**src/rtl/kahan_accum_mc.sv**
```systemverilog
// kahan_accum_mc: multi-channel streaming Kahan accumulator with a 4-stage
// interleaved update pipeline and a credit-protected output FIFO.
// Optional feature macro: KAHAN_FP_ADDER_EN (use floating_point_adder instances
// instead of modular integer add/subtract on the raw vectors).
module kahan_accum_mc #(
    parameter int EXP_WIDTH_I  = 5,
    parameter int MANT_WIDTH_I = 2,
    parameter int NUM_CH_I     = 4,
    parameter int OUT_DEPTH_I  = 4,
    localparam int BIT_WIDTH_I = 1 + EXP_WIDTH_I + MANT_WIDTH_I,
    localparam int CH_W        = (NUM_CH_I > 1) ? $clog2(NUM_CH_I) : 1
) (
    input  logic                   clk_i,
    input  logic                   rst_i,
    input  logic                   in_valid_i,
    output logic                   in_ready_o,
    input  logic [CH_W-1:0]        in_ch_i,
    input  logic [BIT_WIDTH_I-1:0] in_elem_i,
    input  logic                   in_last_i,
    output logic                   out_valid_o,
    input  logic                   out_ready_i,
    output logic [CH_W-1:0]        out_ch_o,
    output logic [BIT_WIDTH_I-1:0] out_sum_o,
    output logic [BIT_WIDTH_I-1:0] out_c_o
);
    localparam int BW  = BIT_WIDTH_I;
    localparam int NCH = 1 << CH_W;
    localparam int PW  = (OUT_DEPTH_I > 1) ? $clog2(OUT_DEPTH_I) : 1;
    localparam int OW  = $clog2(OUT_DEPTH_I + 1);
    localparam int CW  = OW + 2;
    localparam int EW  = CH_W + 2 * BW;

    logic [NCH-1:0]  busy_q;
    logic [BW-1:0]   sum_q [NCH];
    logic [BW-1:0]   c_q   [NCH];

    logic            s1_v, s1_last, s2_v, s2_last, s3_v, s3_last;
    logic [CH_W-1:0] s1_ch, s2_ch, s3_ch;
    logic [BW-1:0]   s1_y, s2_y, s2_t, s2_sum, s3_y, s3_t, s3_tms;
    logic [BW-1:0]   y_d, t_d, tms_d, c_d;

    logic [EW-1:0]   mem_q [OUT_DEPTH_I];
    logic [PW-1:0]   wr_q, rd_q;
    logic [OW-1:0]   occ_q;
    logic [1:0]      inflight;
    logic [CW-1:0]   credit;
    logic            accept, push, pop;

    function automatic logic [PW-1:0] inc(input logic [PW-1:0] p);
        return (p == PW'(OUT_DEPTH_I - 1)) ? '0 : p + 1'b1;
    endfunction

`ifdef KAHAN_FP_ADDER_EN
    floating_point_adder #(.EXP_WIDTH(EXP_WIDTH_I), .MANT_WIDTH(MANT_WIDTH_I)) u_s1 (
        .a(in_elem_i), .b(c_q[in_ch_i]), .subtract(1'b1), .y(y_d)
    );
    floating_point_adder #(.EXP_WIDTH(EXP_WIDTH_I), .MANT_WIDTH(MANT_WIDTH_I)) u_s2 (
        .a(sum_q[s1_ch]), .b(s1_y), .subtract(1'b0), .y(t_d)
    );
    floating_point_adder #(.EXP_WIDTH(EXP_WIDTH_I), .MANT_WIDTH(MANT_WIDTH_I)) u_s3 (
        .a(s2_t), .b(s2_sum), .subtract(1'b1), .y(tms_d)
    );
    floating_point_adder #(.EXP_WIDTH(EXP_WIDTH_I), .MANT_WIDTH(MANT_WIDTH_I)) u_s4 (
        .a(s3_tms), .b(s3_y), .subtract(1'b1), .y(c_d)
    );
`else
    assign y_d   = in_elem_i - c_q[in_ch_i];
    assign t_d   = sum_q[s1_ch] + s1_y;
    assign tms_d = s2_t - s2_sum;
    assign c_d   = s3_tms - s3_y;
`endif

    // Credit = last elements still in the pipeline plus entries already queued;
    // a last element is only admitted while a FIFO slot is guaranteed for it.
    assign inflight   = 2'(s1_v && s1_last) + 2'(s2_v && s2_last) + 2'(s3_v && s3_last);
    assign credit     = CW'(inflight) + CW'(occ_q);
    assign in_ready_o = !busy_q[in_ch_i] && (!in_last_i || credit < CW'(OUT_DEPTH_I));
    assign accept     = in_valid_i && in_ready_o;
    assign push       = s3_v && s3_last;
    assign pop        = out_valid_o && out_ready_i;
    assign out_valid_o = occ_q != '0;
    assign {out_ch_o, out_sum_o, out_c_o} = mem_q[rd_q];

    // Stage valid bits; reset discards everything in flight.
    always_ff @(posedge clk_i) begin
        if (rst_i) begin
            s1_v <= 1'b0;
            s2_v <= 1'b0;
            s3_v <= 1'b0;
        end else begin
            s1_v <= accept;
            s2_v <= s1_v;
            s3_v <= s2_v;
        end
    end

    // Stage payloads: channel, last flag, y and the captured sum ride along.
    always_ff @(posedge clk_i) begin
        s1_ch   <= in_ch_i;
        s1_last <= in_last_i;
        s1_y    <= y_d;
        s2_ch   <= s1_ch;
        s2_last <= s1_last;
        s2_y    <= s1_y;
        s2_t    <= t_d;
        s2_sum  <= sum_q[s1_ch];
        s3_ch   <= s2_ch;
        s3_last <= s2_last;
        s3_y    <= s2_y;
        s3_t    <= s2_t;
        s3_tms  <= tms_d;
    end

    // Per-channel state: writeback from S4, busy set on accept and cleared at writeback.
    always_ff @(posedge clk_i) begin
        if (rst_i) begin
            busy_q <= '0;
            for (int i = 0; i < NCH; i++) begin
                sum_q[i] <= '0;
                c_q[i]   <= '0;
            end
        end else begin
            if (s3_v) begin
                sum_q[s3_ch]  <= s3_last ? '0 : s3_t;
                c_q[s3_ch]    <= s3_last ? '0 : c_d;
                busy_q[s3_ch] <= 1'b0;
            end
            if (accept) busy_q[in_ch_i] <= 1'b1;
        end
    end

    // Output FIFO; credit accounting means a push never meets a full FIFO.
    always_ff @(posedge clk_i) begin
        if (rst_i) begin
            wr_q  <= '0;
            rd_q  <= '0;
            occ_q <= '0;
            for (int i = 0; i < OUT_DEPTH_I; i++) mem_q[i] <= '0;
        end else begin
            if (push) begin
                mem_q[wr_q] <= {s3_ch, s3_t, c_d};
                wr_q        <= inc(wr_q);
            end
            if (pop) rd_q <= inc(rd_q);
            occ_q <= occ_q + OW'(push) - OW'(pop);
        end
    end
endmodule

```
**config.mk**
```make
export PLATFORM = sky130hd
export DESIGN_NAME = kahan_accum_mc
export DESIGN_NICKNAME = d
export VERILOG_FILES = /design/src/rtl/kahan_accum_mc.sv
export SDC_FILE = /design/constraint.sdc
export NUM_CORES = 1
export LEC_CHECK = 0
export BUFFER_PORTS_ARGS = -buffer_cell sky130_fd_sc_hd__buf_4
export CAP_MARGIN = 30
export CORE_AREA = 2 2 178 180
export CTS_BUF_LIST = sky130_fd_sc_hd__clkbuf_8
export DETAILED_ROUTE_END_ITERATION = 8
export DIE_AREA = 0 0 180 182
export HOLD_SLACK_MARGIN = 0.02
export PLACE_DENSITY = 0.57
export SLEW_MARGIN = 20
export SYNTH_ARGS = -nofsm -noshare
export SYNTH_HDL_FRONTEND = slang
export SYNTH_SLANG_ARGS = --single-unit
```
**constraint.sdc**
```tcl
create_clock -name clk_i -period 2.4 [get_ports clk_i]
set_input_delay 0.24 -clock clk_i [delete_from_list [all_inputs] [get_ports clk_i]]
set_output_delay 0.24 -clock clk_i [all_outputs]
set_load 0.02 [all_outputs]
```
==> impl_metrics.py <==
metrics = {
    "outcome": {
        "status": "finished, final reports clean",
    },
    "critical_path": {
        "endpoint_kind": "output pin",
        "crit_family": "adder cells",
        "arrival_ps": 2090,
        "path_cells": "nand2_4 -> xnor2_2 -> ha_2 -> a31o_4 -> ha_4 -> nand4_1 -> nand2_1 -> a21oi_2 -> buf_4",
        "cp_slowest_cell": "dfxtp_2",
        "path_class": "flip-flop to output pin",
        "crit_buf_inv": 1,
        "r2r-start": "s1_ch[0]",
        "timing.critical_path.to": "in_ready_o",
        "rr_endpoint": "s2_t[6]",
        "cp.depth": 9,
        "rrSetupSlack_ps": 120,
        "cp_slowest_stage_delay_ps": 350,
        "crit_start": "s3_v",
        "critPathLaunchType": "flip-flop",
        "r2r_cells": 9,
        "crit_required_ps": 2160,
        "crit_fanout": 2,
    },
    "sta": {
        "max_freq_mhz": 429,
        "setup_viol": 0,
        "hold_viol_final": 0,
        "finalSetupTns_ps": 0,
        "finalCritPeriodShare": 0.972,
        "rsz0062_at_grt": "true",
        "tightest_slew_ps": 538,
        "slew_headroom": 0.641,
        "fin_crit_ps": 2330,
        "clock_skew_ps": 18.6,
        "drv_slew": 0,
    },
    "pwr": {
        "pwr-share-clk": 0.307,
        "p_switching_mw": 3.45,
        "comb_power_share": 0.267,
        "p_leak_nw": 4.41,
        "p_int_mw": 7.69,
        "power.density_nw_per_um2": 1020,
        "fin_total_pwr_mw": 11.1,
        "p_seq_frac": 0.426,
        "ir_drop_v": 0.000414,
        "power_switching_share": 0.310,
    },
    "die": {
        "initial_core_util": 0.295,
        "fp-row-count": 65,
        "core-area_um2": 31000,
        "dieArea_um2": 32800,
        "io_pins": 35,
        "die_h_um": 182,
        "die_x_um": 180,
    },
    "clock_network": {
        "htree_levels": 2,
        "cts_sinks": 217,
        "clock_latency_ps": 520,
        "path_clk_slew_ps": 60,
        "cts-buffers-inserted": 37,
        "cts_tree": "built",
        "root_buffer": "clkbuf_8",
        "cts.path.max_buffers": 3,
    },
    "global_route": {
        "grt-ovfl-total": 0,
        "antenna_found_initial": 0,
        "grt_pass1_vias": 5614,
        "grt_max_degree": 28,
        "top_usage_layer": "met2",
        "grtUsageMet2": 0.194,
        "grtUsageMet3": 0.0221,
        "grt_use_met1": 0.153,
        "grtUsageTotal": 0.117,
        "grt_pass1_wl_mm": 30.1,
    },
    "cells_and_area": {
        "fin_nets": 842,
        "final_common_cell": "edfxtp_1",
        "antenna_cells": 0,
        "syn_to_final_growth_pct": 20.0,
        "final_cells": 1219,
        "multi_input_area_um2": 3150,
        "final-seq-area_um2": 5710,
        "fillCellCount": 2965,
        "final_cell_mix": "edfxtp_1, nor2_1, dfxtp_1",
        "drive_gt1_frac": 0.229,
    },
    "min_path": {
        "hp-class": "primary input to flip-flop",
        "whs_path_depth": 2,
    },
    "place": {
        "port_buffers": 34,
        "place_hpwl_mm": 13.2,
        "gp_congestion": 0.739,
        "place_inst": 1147,
    },
    "synth": {
        "yosysWarnings": 0,
        "synth_ff_type": "edfxtp_1",
        "async_flop_share": 0,
        "yosysUniqueCellTypes": 51,
        "synth_edf_count": 136,
        "syn_inst": 702,
        "synth_seq_cells": 217,
        "ys_seq_area_frac": 0.625,
        "avgSynthCellArea_um2": 13.0,
        "syn_area_um2": 9130,
        "synth_nets": 755,
    },
    "routing": {
        "post_drt_wl_per_cell_um": 15.4,
        "drt-vias-per-instance": 4.40,
        "drt_wl_total_mm": 18.8,
        "initialDrtViolationCount": 355,
        "first_pass_iters": 4,
        "drc": 0,
        "ant_nets": 0,
        "num_vias": 5368,
    },
    "job": {
        "cap_violations": 0,
    },
}
## worst min-delay path by stage
stage / startpoint / end / slack (ps)
after floorplan: in_ch_i[0] / s1_ch[0] / 270
after global placement: s2_y[0] / s3_y[0] / 310
after detailed placement: s2_y[0] / s3_y[0] / 310
after CTS: rst_i / occ_q[1] / 40
after global routing: in_ch_i[1] / busy_q[3] / 60
final: rst_i / occ_q[1] / 60
## final cells by class
cell class / count / share of cell area
inverters: 62 / 0.0212
clock inverters: 20 / 0.0129
well taps: 402 / 0.0459
repair buffers: 75 / 0.0528
clock buffers: 47 / 0.0590
multi-input cells: 396 / 0.287
flip-flops and latches: 217 / 0.521
## cells by family (layout without fill, tap and decap cells)
family                     Yosys count  after routing  synth area share
AOI/OAI and AO/OA                   48             48            0.0354
xor gates and xnor gates            23             23            0.0221
buffers and inverters               89            204            0.0386
and+or+nand+nor                    250            250             0.134
DFF                                217            217             0.625
muxes                               37             37            0.0893
adders and majority gates           38             38            0.0562
## power by group through the flow
stage                     sequential, mW  combinational (mW)  clock, mW
after CTS                           4.74                2.99       3.54
after detailed placement            4.81                2.96          0
after global placement              4.81                2.93          0
final                               4.75                2.98       3.42
after floorplan                     4.66                1.97          0
after global routing                4.81                3.31       3.71
## repair_timing
action / CTS / global route
endpoints found under the setup margin: 3 / 4
hold buffers: 2 / 0
cloned: 0 / 0
pin swaps: 3 / 10
gates resized for setup: 6 / 16
buffers inserted: 1 / 2
hold endpoints to repair: 3 / 0
## through the flow
stage / cell area [um2] / hold slack (ps) / utilization / worst slack (ps)
floorplan: 9130 / 268 / - / 5.52
global placement: 10000 / 311 / 0.324 / 17.6
detailed placement: 10000 / 312 / 0.324 / -53.8
CTS: 10900 / 36.6 / 0.351 / 29.5
global route: 11000 / 57.3 / 0.354 / -41.0
finish: 11000 / 64.3 / 0.354 / 66.9
## layer usage
layer  part of all wire  wire length [um]
met5                  0                 0
met3              0.050               929
met4              0.023               426
met1               0.45              8430
met2               0.48              8970
## registers in the layout, indices dropped and copies added, names as in the netlist, 3 cells and up, named ones only
signal,flops
occ_q,3
s3_t,8
s3_y,8
s2_t,8
sum_q,32
s3_tms,8
c_q,32
s2_sum,8
busy_q,4
s2_y,8
mem_q,72
s1_y,8
## synthesized netlist by cell type, drive strengths merged (15+ instances only)
cell type | instances | area share
a21oi | 17 | 0.0097
and2 | 45 | 0.031
clkbuf | 15 | 0.0063
dfxtp | 81 | 0.18
edfxtp | 136 | 0.45
ha | 33 | 0.045
inv | 62 | 0.025
mux4 | 35 | 0.087
nand2 | 33 | 0.014
nor2 | 105 | 0.043
nor3 | 16 | 0.0099
xnor2 | 17 | 0.016
Power figures use the tool's default switching activity.
